## src/rtl/dram_arbiter_if.sv

```systemverilog
// Purpose: signal bundle for dram_arbiter. Carries the CPU and DMA request
// ports, the DRAM-side bus and the status outputs.
// Modports:
//   slave  - arbiter side (takes requests, drives the DRAM bus and status)
//   master - environment side (requesters plus the DRAM read-data return)
interface dram_arbiter_if;
  localparam int unsigned ADDR_W = 17;
  localparam int unsigned DATA_W = 8;

  // CPU (memory-register path) port
  logic              cpu_req;
  logic              cpu_we;
  logic [ADDR_W-1:0] cpu_addr;
  logic [DATA_W-1:0] cpu_wdata;
  logic              cpu_ack;
  logic              cpu_rvalid;
  logic [DATA_W-1:0] cpu_rdata;

  // UART image-load DMA port
  logic              dma_req;
  logic              dma_we;
  logic [ADDR_W-1:0] dma_addr;
  logic [DATA_W-1:0] dma_wdata;
  logic              dma_ack;
  logic              dma_rvalid;
  logic [DATA_W-1:0] dma_rdata;

  // DRAM side
  logic [ADDR_W-1:0] dram_addr;
  logic              dram_we;
  logic [DATA_W-1:0] dram_din;
  logic [DATA_W-1:0] dram_dout;

  // status
  logic              busy;
  logic              owner;

  modport slave (
    input  cpu_req, cpu_we, cpu_addr, cpu_wdata,
    output cpu_ack, cpu_rvalid, cpu_rdata,
    input  dma_req, dma_we, dma_addr, dma_wdata,
    output dma_ack, dma_rvalid, dma_rdata,
    output dram_addr, dram_we, dram_din,
    input  dram_dout,
    output busy, owner
  );

  modport master (
    output cpu_req, cpu_we, cpu_addr, cpu_wdata,
    input  cpu_ack, cpu_rvalid, cpu_rdata,
    output dma_req, dma_we, dma_addr, dma_wdata,
    input  dma_ack, dma_rvalid, dma_rdata,
    input  dram_addr, dram_we, dram_din,
    output dram_dout,
    input  busy, owner
  );
endinterface

```

## src/rtl/dram_arbiter.sv

```systemverilog
// Purpose: round-robin arbiter sharing one DRAM between the CPU and the
// UART image-load DMA. One access at a time: IDLE picks a grantee, ISSUE
// drives the DRAM for one cycle, WAIT counts out the DRAM read latency.
// Ports:
//   clk  - system clock (divided core clock)
//   rst  - asynchronous reset, active high
//   bus  - dram_arbiter_if.slave: cpu_*/dma_* request ports, dram_* bus,
//          busy/owner status. All outputs are registered.
// Parameter:
//   READ_LAT - cycles from address issue to valid dram_dout (1..7)
module dram_arbiter #(
  parameter int unsigned READ_LAT = 1
) (
  input  logic          clk,
  input  logic          rst,
  dram_arbiter_if.slave bus
);
  localparam int unsigned CNT_W = 3;

  localparam logic [1:0] IDLE  = 2'd0;
  localparam logic [1:0] ISSUE = 2'd1;
  localparam logic [1:0] WAIT  = 2'd2;

  logic [1:0]       state;
  logic [1:0]       state_nxt;
  logic             grant;      // a request is captured this cycle
  logic             grant_dma;  // ... and it belongs to the DMA port
  logic             latch;      // read data is valid on dram_dout this cycle
  logic             rr_dma;     // priority pointer: 1 favours DMA
  logic             cap_we;     // captured request type
  logic [CNT_W-1:0] cnt;

  // State register
  always_ff @(posedge clk or posedge rst) begin
    if (rst) begin
      state <= IDLE;
    end else begin
      state <= state_nxt;
    end
  end

  // Next state and grant decision; the pointer only matters when both request
  always_comb begin
    state_nxt = state;
    grant     = 1'b0;
    grant_dma = 1'b0;
    latch     = 1'b0;
    case (state)
      IDLE: begin
        if (bus.cpu_req || bus.dma_req) begin
          grant     = 1'b1;
          grant_dma = bus.dma_req && (!bus.cpu_req || rr_dma);
          state_nxt = ISSUE;
        end
      end
      ISSUE: begin
        state_nxt = cap_we ? IDLE : WAIT;
      end
      WAIT: begin
        if (cnt == CNT_W'(1)) begin
          latch     = 1'b1;
          state_nxt = IDLE;
        end
      end
      default: begin
        state_nxt = IDLE;
      end
    endcase
  end

  // Capture, DRAM-side and requester-side registers.
  // dram_addr/dram_din double as the captured address/data, so they hold the
  // last issued values through WAIT and IDLE without extra storage.
  always_ff @(posedge clk or posedge rst) begin
    if (rst) begin
      rr_dma         <= 1'b0;
      cap_we         <= 1'b0;
      cnt            <= '0;
      bus.owner      <= 1'b0;
      bus.busy       <= 1'b0;
      bus.dram_we    <= 1'b0;
      bus.dram_addr  <= '0;
      bus.dram_din   <= '0;
      bus.cpu_ack    <= 1'b0;
      bus.dma_ack    <= 1'b0;
      bus.cpu_rvalid <= 1'b0;
      bus.dma_rvalid <= 1'b0;
      bus.cpu_rdata  <= '0;
      bus.dma_rdata  <= '0;
    end else begin
      // single-cycle pulses default low
      bus.dram_we    <= 1'b0;
      bus.cpu_ack    <= 1'b0;
      bus.dma_ack    <= 1'b0;
      bus.cpu_rvalid <= 1'b0;
      bus.dma_rvalid <= 1'b0;
      bus.busy       <= (state_nxt != IDLE);

      // registering the grant places ack and dram_we exactly in ISSUE
      if (grant) begin
        rr_dma        <= !grant_dma;
        bus.owner     <= grant_dma;
        cap_we        <= grant_dma ? bus.dma_we    : bus.cpu_we;
        bus.dram_we   <= grant_dma ? bus.dma_we    : bus.cpu_we;
        bus.dram_addr <= grant_dma ? bus.dma_addr  : bus.cpu_addr;
        bus.dram_din  <= grant_dma ? bus.dma_wdata : bus.cpu_wdata;
        bus.cpu_ack   <= !grant_dma;
        bus.dma_ack   <= grant_dma;
      end

      // latency counter: loaded in ISSUE, counts down through WAIT
      if (state == ISSUE) begin
        cnt <= CNT_W'(READ_LAT);
      end else if (state == WAIT) begin
        cnt <= cnt - CNT_W'(1);
      end

      // only the grantee's rdata changes; rvalid lands in the following IDLE
      if (latch) begin
        if (bus.owner) begin
          bus.dma_rdata  <= bus.dram_dout;
          bus.dma_rvalid <= 1'b1;
        end else begin
          bus.cpu_rdata  <= bus.dram_dout;
          bus.cpu_rvalid <= 1'b1;
        end
      end
    end
  end
endmodule

```

## src/flat_wrapper.sv

```systemverilog
// flat-port wrapper written by rule: the top's interface ports become plain ports
module dram_arbiter_flat 
#(
  parameter int unsigned READ_LAT = 1
)
  (clk, rst, bus_cpu_req, bus_cpu_we, bus_cpu_addr, bus_cpu_wdata, bus_cpu_ack, bus_cpu_rvalid, bus_cpu_rdata, bus_dma_req, bus_dma_we, bus_dma_addr, bus_dma_wdata, bus_dma_ack, bus_dma_rvalid, bus_dma_rdata, bus_dram_addr, bus_dram_we, bus_dram_din, bus_dram_dout, bus_busy, bus_owner);
  dram_arbiter_if bus_i ();
  input  logic clk;
  input  logic rst;
  input wire logic [$bits(bus_i.cpu_req)-1:0] bus_cpu_req;
  input wire logic [$bits(bus_i.cpu_we)-1:0] bus_cpu_we;
  input wire logic [$bits(bus_i.cpu_addr)-1:0] bus_cpu_addr;
  input wire logic [$bits(bus_i.cpu_wdata)-1:0] bus_cpu_wdata;
  output wire logic [$bits(bus_i.cpu_ack)-1:0] bus_cpu_ack;
  output wire logic [$bits(bus_i.cpu_rvalid)-1:0] bus_cpu_rvalid;
  output wire logic [$bits(bus_i.cpu_rdata)-1:0] bus_cpu_rdata;
  input wire logic [$bits(bus_i.dma_req)-1:0] bus_dma_req;
  input wire logic [$bits(bus_i.dma_we)-1:0] bus_dma_we;
  input wire logic [$bits(bus_i.dma_addr)-1:0] bus_dma_addr;
  input wire logic [$bits(bus_i.dma_wdata)-1:0] bus_dma_wdata;
  output wire logic [$bits(bus_i.dma_ack)-1:0] bus_dma_ack;
  output wire logic [$bits(bus_i.dma_rvalid)-1:0] bus_dma_rvalid;
  output wire logic [$bits(bus_i.dma_rdata)-1:0] bus_dma_rdata;
  output wire logic [$bits(bus_i.dram_addr)-1:0] bus_dram_addr;
  output wire logic [$bits(bus_i.dram_we)-1:0] bus_dram_we;
  output wire logic [$bits(bus_i.dram_din)-1:0] bus_dram_din;
  input wire logic [$bits(bus_i.dram_dout)-1:0] bus_dram_dout;
  output wire logic [$bits(bus_i.busy)-1:0] bus_busy;
  output wire logic [$bits(bus_i.owner)-1:0] bus_owner;
  assign bus_i.cpu_req = bus_cpu_req;
  assign bus_i.cpu_we = bus_cpu_we;
  assign bus_i.cpu_addr = bus_cpu_addr;
  assign bus_i.cpu_wdata = bus_cpu_wdata;
  assign bus_cpu_ack = bus_i.cpu_ack;
  assign bus_cpu_rvalid = bus_i.cpu_rvalid;
  assign bus_cpu_rdata = bus_i.cpu_rdata;
  assign bus_i.dma_req = bus_dma_req;
  assign bus_i.dma_we = bus_dma_we;
  assign bus_i.dma_addr = bus_dma_addr;
  assign bus_i.dma_wdata = bus_dma_wdata;
  assign bus_dma_ack = bus_i.dma_ack;
  assign bus_dma_rvalid = bus_i.dma_rvalid;
  assign bus_dma_rdata = bus_i.dma_rdata;
  assign bus_dram_addr = bus_i.dram_addr;
  assign bus_dram_we = bus_i.dram_we;
  assign bus_dram_din = bus_i.dram_din;
  assign bus_i.dram_dout = bus_dram_dout;
  assign bus_busy = bus_i.busy;
  assign bus_owner = bus_i.owner;
  dram_arbiter #(.READ_LAT(READ_LAT)) u_core (.clk(clk), .rst(rst), .bus(bus_i));
endmodule
```

## config.mk

```make
export PLATFORM = sky130hd
export DESIGN_NAME = dram_arbiter_flat
export DESIGN_NICKNAME = d
export VERILOG_FILES = /design/src/rtl/dram_arbiter_if.sv /design/src/rtl/dram_arbiter.sv /design/src/flat_wrapper.sv
export SDC_FILE = /design/constraint.sdc
export NUM_CORES = 1
export LEC_CHECK = 0
export CAP_MARGIN = 0
export CORE_MARGIN = 1
export CORE_UTILIZATION = 25
export CTS_CLUSTER_DIAMETER = 80
export DETAILED_ROUTE_END_ITERATION = 8
export SETUP_SLACK_MARGIN = 0.15
export SYNTH_ARGS = -nofsm -noshare
export SYNTH_HDL_FRONTEND = slang
export SYNTH_SLANG_ARGS = --single-unit
```

## constraint.sdc

```tcl
create_clock -name clk -period 4.3 [get_ports clk]
set_clock_uncertainty 0.1 [all_clocks]
set_input_delay 0.86 -clock clk [delete_from_list [all_inputs] [get_ports clk]]
set_output_delay 0.86 -clock clk [all_outputs]
set_load 0.01 [all_outputs]
```

==> out/summary.md, run 1 <==
Global routing used 12.9% of the available tracks across all layers. The number of setup violations in the final report was 0. Once the clock tree was built, the setup fixing pass inserted 0 buffers. Counting every instance in the synthesized netlist gives 211.

For hold timing, the worst endpoint is u_core.bus.dram_addr[2]$_DFFE_PP0P_. Synthesis inferred 55 register bits. In this run the worst hold path is classified as flop to flop. Hold timing on the final database bottoms out at a slack of 392 ps.

The die is 101 um tall. The largest net degree at the start of global routing came out at 39. The layer flagged by global routing as most heavily used is met2.

Most frequently used cell type in the post-synthesis netlist: sky130_fd_sc_hd__dfrtp_1. For the global-route track usage on met3, the log shows 3.88%. The flow ran to the end, and the final reports show no timing, DRC or antenna violations. In the routed design, unresolved DRC markers number 0.

The total non-filler cell area in the finished layout was 3780 sq um; the final hold violation count was 0. Critical path class: input pin to flop. The initial antenna violation count was 0. The slowest stage of the critical path is the sky130_fd_sc_hd__clkdlybuf4s50_1 cell. A synthesized cell averages 11.6 sq um. For the first-pass GRT wire length, the log shows 10300 um. Portion of synthesized cell area occupied by the leading cell type: 56.3%.

The repair_antennas step left the layout with diodes totalling 0. Power spread over the standard cell area amounts to 654 nW/um^2. Static timing analysis puts the maximum clock frequency at 387 MHz. Summing all placed instances gives a cell area of 3680 sq um. After routing, the total negative slack on setup checks comes to 0 ps. Setup repair after global routing left no endpoint under its margin. For this configuration, the core starts out at a cell density of 26.1%. The count of flip-flops with a built-in enable after synthesis is 0, and the via count of the first global-routing pass is 2124. The unique cell type count in the Yosys netlist is 32, and the initial detailed-routing violation count is 82. Of the available clock period, the critical path in the final layout requires 60.1%.

At the later pin of the worst-skew pair, clock insertion delay measures 300 ps. For this design the static power due to leakage is 1.60 nW. Buffers inserted during clock tree synthesis total 5.

The width of the die came out at 101 um. The first detailed-routing pass ran for 4 iterations. For the number of maximum-capacitance constraint violations, the log shows 0. The type of element capturing the critical path is a flop. During placement, the flow inserted port buffers numbering 111. For the worst setup path, the data arrival time is 2710 ps. The logs give 440 for the placed cell count and 2050 ps for the register-to-register setup slack.

TritonCTS built the clock tree. sky130_fd_sc_hd__dfrtp_1 takes more of the synthesized area than any other cell. The reg-to-reg critical path startpoint was u_core.state[0]$_DFF_PP0_. In this run the critical register-to-register path is captured at u_core.bus.dram_addr[12]$_DFFE_PP0P_. The final routed wire length divided by cell count was 14.5 um; the clock transition at the registers of the reported paths was 100 ps. Prior to clock tree synthesis, the placed netlist has a worst setup slack of 1440 ps. The clock passes through at most 2 buffers. The transition time of the tightest slew-check pin is 785 ps. The total wirelength of the detailed-routed design came out at 6470 um.

After the flow finishes, the layout carries non-filler instances totaling 447. For this run, global-route usage on met1 was measured as 17.9%. The clock tree synthesis step divided the H-tree into 2 levels. The buffer and inverter count on the worst path works out to 1. The logs give 9370 sq um for the core box area and 1710 ps for the minimum setup slack in the final design. The number of gates given a new drive strength after cts is 0, and the fraction of registers with async set/reset is 100%.

The number of buffers added to fix hold violations after cts was 0; the sum of overflow across all layers after global routing was 0. Clock tree synthesis selected as its root buffer the cell sky130_fd_sc_hd__clkbuf_8. For the worst flop-to-flop path, the logic depth is 6. For the worst slew slack as a fraction of its limit, the log shows 47.5%.

The area growth from synthesis to layout is 54.7%. The max-slew violation count came out at 0. The tools report the beginning of the worst hold path as u_core.bus.dram_addr[2]$_DFFE_PP0P_. In this design, the largest share of critical-path delay is due to buffers and inverters. The critical path goes through clkdlybuf4s50_1 > o21a_1 > a22oi_1 > o21ai_0. The utilization after layout is 40.4%. The run gives 55 as the CTS sink count. The routed design could run at a clock period as short as 2590 ps. The detailed router placed 2090 vias in this run. In this design, the stage delay of the slowest critical-path cell is 980 ps. At the end of routability-driven placement, the weighted congestion stood at 0.758. Row generation in the floorplan step produced 35 rows.

The number of nets in the finished design was 388; the count of cells along the worst hold path was 2. Yosys attributes the largest share of cell area to sky130_fd_sc_hd__dfrtp_1 (56%), sky130_fd_sc_hd__mux2_2 (7.4%), sky130_fd_sc_hd__a221o_1 (4.5%), sky130_fd_sc_hd__a22oi_1 (4.3%), sky130_fd_sc_hd__a31oi_1 (3.8%). Sort of element at the start of the critical path: an input pin.

The fraction of the yosys area taken by sequential cells came out at 56.3%. The largest fanout on the critical path came out at 20. By count the netlist is led by sky130_fd_sc_hd__dfrtp_1 (55), sky130_fd_sc_hd__nand2_1 (18), sky130_fd_sc_hd__mux2_2 (16).

For the global-route met2 utilization, the log shows 19.7%. In the final layout, the share of cells above drive strength 1 is 10.4%. After filler insertion, the fill cell instance count of the layout stands at 924. The most used flip-flop cell after synthesis is sky130_fd_sc_hd__dfrtp_1. For the required time of the worst setup path, the log shows 4420 ps. Net count after synthesis: 281. The number of top-level pins was 112.

For this run, the number of Yosys warnings is 0. VDD sags by at most 0.000218 V. The HPWL after detailed placement is 4690 um. Summing internal, switching and leakage power gives 2.48 mW. In this run the cell area of the synthesized design comes to 2440 sq um. Dividing the detail-routed via count by the number of cells gives 4.68. The die area was 10200 sq um. The run gives 0 as the count of nets left with antenna violations after detail routing.
==> how the worst max path moves through the flow <==
stage	start	endpoint	slack (ps)	cells after the start
6_report	bus_dma_req	u_core.bus.dram_addr[12]$_DFFE_PP0P_	1710	4
5_1_grt	bus_dma_req	u_core.bus.dram_addr[13]$_DFFE_PP0P_	1550	4
4_1_cts	bus_dma_req	u_core.bus.dram_addr[12]$_DFFE_PP0P_	1750	4
3_5_place_dp	bus_dma_req	u_core.bus.dram_addr[12]$_DFFE_PP0P_	1440	4
3_3_place_gp	bus_dma_req	u_core.bus.dram_addr[14]$_DFFE_PP0P_	1440	5
2_1_floorplan	rst	u_core.bus.busy$_DFF_PP0_	2000	1
==> cell type report <==
cell class	instances	area [sq um]	share of cell area, %
flip-flops and latches	55	1380	36.4
repair buffers	117	1160	30.6
multi-input cells	132	956	25.3
well taps	129	161	4.27
clock buffers	5	68.8	1.82
clock inverters	2	37.5	0.992
inverters	7	26.3	0.695
==> kinds of logic after synthesis <==
kind of cell               count (synthesis)  synth area share, %
buffers and inverters                     24                 4.76
adders and majority gates                  6                 3.07
and+or+nand+nor                           43                 9.31
muxes                                     16                 7.37
DFF                                       55                 56.3
AOI/OAI and AO/OA                         67                 19.2
==> where the power goes <==
part           switching [mW]  internal, mW  leakage, nW
Sequential              0.140         0.760        0.676
Clock                   0.159         0.170       0.0502
Combinational           0.553         0.693        0.878
==> worst min-delay path, stage by stage, from the launching register on <==
cell and delay (ps):
sky130_fd_sc_hd__dfrtp_1 350, sky130_fd_sc_hd__nand2_1 50, sky130_fd_sc_hd__o21ai_1 60
==> layout by cell type (no fill, tap or decap), types with 2 or more instances in the layout <==
cell type	synthesis	final
sky130_fd_sc_hd__nand2b_1	3	3
sky130_fd_sc_hd__nor2_1	3	3
sky130_fd_sc_hd__dfrtp_1	55	55
sky130_fd_sc_hd__a21o_1	2	2
sky130_fd_sc_hd__buf_4	1	6
sky130_fd_sc_hd__clkbuf_8	0	5
sky130_fd_sc_hd__a221o_1	11	11
sky130_fd_sc_hd__clkdlybuf4s50_1	0	111
sky130_fd_sc_hd__o21ai_0	8	8
sky130_fd_sc_hd__ha_1	6	6
sky130_fd_sc_hd__nor2b_1	2	2
sky130_fd_sc_hd__inv_1	7	6
sky130_fd_sc_hd__nand2_1	18	18
sky130_fd_sc_hd__a31oi_1	15	15
sky130_fd_sc_hd__o21ai_1	11	10
sky130_fd_sc_hd__a22oi_1	14	14
sky130_fd_sc_hd__mux2_2	16	16
sky130_fd_sc_hd__and3_1	11	11
==> routing by layer <==
layer | share of wire (%) | wire length (um)
met1 | 47 | 3040
met2 | 44 | 2850
met3 | 8.1 | 524
met4 | 0.77 | 50
met5 | 0 | 0
==> flip-flops by register name, indices dropped and copies added, names as in the netlist <==
| register | cells |
|---|---|
| u_core.bus.owner | 1 |
| u_core.bus.dram_we | 1 |
| u_core.cnt | 3 |
| u_core.bus.dma_rdata | 8 |
| u_core.bus.dram_addr | 17 |
| u_core.bus.dram_din | 8 |
| u_core.state | 2 |
| u_core.bus.cpu_rvalid | 1 |
| u_core.cap_we | 1 |
| u_core.bus.cpu_rdata | 8 |
| u_core.rr_dma | 1 |
| u_core.bus.dma_rvalid | 1 |
| u_core.bus.busy | 1 |
| u_core.bus.cpu_ack | 1 |
| u_core.bus.dma_ack | 1 |
(Power assumes the default switching activity.)
==> run 2: changes to the inputs <==
==> constraint.sdc (replaced) <==
create_clock -name clk -period 2.35 [get_ports clk]
set_clock_uncertainty 0.1 [all_clocks]
set_input_delay 0.47 -clock clk [delete_from_list [all_inputs] [get_ports clk]]
set_output_delay 0.47 -clock clk [all_outputs]
set_load 0.01 [all_outputs]
==> out/summary.md, run 2 (synthesis gave the netlist of run 1 again) <==
The run finished with clean final reports. For the CTS sink count, the log shows 55. The register with the most flip-flops in the layout has 17 of them. In this run the remaining antenna-violating nets after routing total 0.

Global routing finished with a remaining overflow of 0. The width of the die came out at 101 um. The first global-routing pass estimated 10500 um of wire.

Setup repair after global routing left no endpoint under its margin. The share of total power in combinational logic was 50.9%. After layout, the worst path uses 84.2% of the clock period.

The run gives 310 ps as the source-to-sink clock delay at the later pin of the worst-skew pair. Measured along the y axis, the die boundary spans 101 um. Via count of the first global-routing pass: 2194. No sink is reached through more buffers than the 2 on the longest clock path. The filler cells instantiated in the layout total 939. The final routed wire length divided by cell count was 14.4 um; the design internal power was 2.94 mW. Static timing analysis puts the maximum clock frequency at 505 MHz.

The worst hold-check path type was input pin to asynchronous set/reset pin. Number of buffers added to fix hold violations after cts: 0. The vias after detailed routing was 2145; the number of diodes added for antenna fixing was 0. The logs give 1.58 mW for the switching power and 0 for the number of setup violations in the final report. In this run, CTS created clock tree buffers numbering 5. In the layout the commonest cells are sky130_fd_sc_hd__clkdlybuf4s50_1 (111), sky130_fd_sc_hd__dfrtp_1 (55), sky130_fd_sc_hd__nand2_1 (18). The initial antenna violation count is 0.

The worst slew slack as a fraction of its limit was 62.8%. During I/O placement, the number of pins put on the boundary was 112. For this design the ratio of total power to cell area is 1190 nW/um^2. At the end of routability-driven placement, the weighted congestion stood at 0.754. The clock period minus final worst setup slack is 1980 ps, and the number of levels in the clock H-tree is 2.

At the pin with the least slew margin, the transition time is 555 ps. Buffer count from post-CTS setup fixing: 0. STA classifies the critical path endpoint as a flop. Measured in cells, the most critical reg-to-reg path has a length of 5. The via density per instance came out at 4.76. More flip-flops sit in one register than any other, and that register is u_core.bus.dram_addr. For this block, the routed nets add up to 6490 um of wire. The clock transition at the registers of the reported paths works out to 100 ps. Summed over all failing endpoints, the final setup total negative slack is 0 ps.

Sequential cells account for 36.3% of the total power. The wire-length estimate of the detail-placed layout is 4630 um. The sequential cells in the finished layout cover a total of 1380 sq um. The run gives 2460 ps as the required time of the worst setup path.

Entering global routing, the biggest net connects 40 pins. For the max-slew violation count, the log shows 0. The critical path class was flop to flop. Gates resized during post-CTS repair numbered 0. Across all setup checks in the final design, the least slack found is 370 ps. The logs give 957 sq um for the multi-input logic area and 13.1% for the overall fraction of global-route tracks in use. Of all nets on the critical path, the largest fanout is 17. The switching power share of the total came out at 35.0%. Relative to the synthesized area, the layout overhead comes to 56.1%.

In this run, the clock network consumes 12.7% of the power. The most common cell after layout, fill and taps aside is sky130_fd_sc_hd__clkdlybuf4s50_1. The logs give 26.1% for the starting density of the core and 0 for the post-detailed-route DRC marker count. Across the VDD grid, the largest voltage drop is 0.000373 V. The worst setup path is launched from a flop. The leakage power came out at 1.62 nW. Summing internal, switching and leakage power gives 4.52 mW. For the number of placement rows, the log shows 35. The final hold violation count was 0; the share of cells above drive strength 1 was 11.8%.

The tree is rooted in a sky130_fd_sc_hd__clkbuf_8. The number of input and output port buffers inserted is 111. Initial detailed-routing violation count: 56. In this run the standard cell core region covers 9370 sq um. For the worst hold margin, the log shows 354 ps. The die covers 10200 sq um. TritonCTS built the clock tree. Pre-CTS setup slack: 138 ps. At the worst endpoint, the arrival time is 2090 ps. For this run, the post-layout net count is 391. Across the run, the number of max-cap violations was 0. The detailed-router iteration count before antenna repair is 4.
run 2: changes by cell type in the layout (fill, tap and decap cells not counted), sizes merged:
cell,delta
buf,+3
bufinv,-1
clkbuf,+2
run 2: worst paths after layout:
check	start	end	slack [ps]
setup / recovery	u_core.state[0]$_DFF_PP0_	u_core.bus.busy$_DFF_PP0_	370
hold / removal	rst	u_core.bus.dma_rdata[4]$_DFFE_PP0P_	350
setup reg to reg	u_core.state[0]$_DFF_PP0_	u_core.bus.busy$_DFF_PP0_	370
hold reg to reg	u_core.bus.dram_addr[9]$_DFFE_PP0P_	u_core.bus.dram_addr[9]$_DFFE_PP0P_	400
max in group asynchronous	rst	u_core.bus.owner$_DFFE_PP0P_	1270
min in group clk	u_core.bus.dram_addr[9]$_DFFE_PP0P_	u_core.bus.dram_addr[9]$_DFFE_PP0P_	400
run 2: per-layer routing:
| metal | vias to the layer above | GRT usage, % | routed length [um] |
|---|---|---|---|
| li1 | 994 | - | - |
| met4 | 0 | 3.68 | 50 |
| met3 | 6 | 3.88 | 578 |
| met2 | 101 | 20.6 | 2890 |
| met5 | - | 0 | 0 |
| met1 | 1044 | 17.5 | 2970 |
run 2: stage by stage:
step	std cells	utilization (%)	cell area (sq um)
after global routing	451	40.7	3820
final	451	40.7	3820
after CTS	451	40.7	3810
after floorplan	211	-	2440
after detailed placement	443	39.6	3710
after global placement	443	39.6	3710
run 2: cell type report:
type / count / share of cell area, %
clock inverters: 1 / 0.197
multi-input cells: 132 / 25.1
flip-flops and latches: 55 / 36.1
inverters: 7 / 0.689
repair buffers: 120 / 31.2
clock buffers: 7 / 2.52
well taps: 129 / 4.23
run 2: critical path, stage by stage (launching register included):
cell                       delay [ps]
sky130_fd_sc_hd__dfrtp_1          440
sky130_fd_sc_hd__inv_1            100
sky130_fd_sc_hd__ha_1             510
sky130_fd_sc_hd__nor4bb_1         390
sky130_fd_sc_hd__a311oi_1         110
sky130_fd_sc_hd__a41oi_1          240
run 2: power by group through the flow:
stage	logic, mW	clock network [mW]	registers, mW
floorplan	1.02	0	1.81
global placement	2.30	0	1.65
detailed placement	2.34	0	1.66
global route	2.53	0.639	1.70
CTS	2.34	0.610	1.65
finish	2.30	0.576	1.64
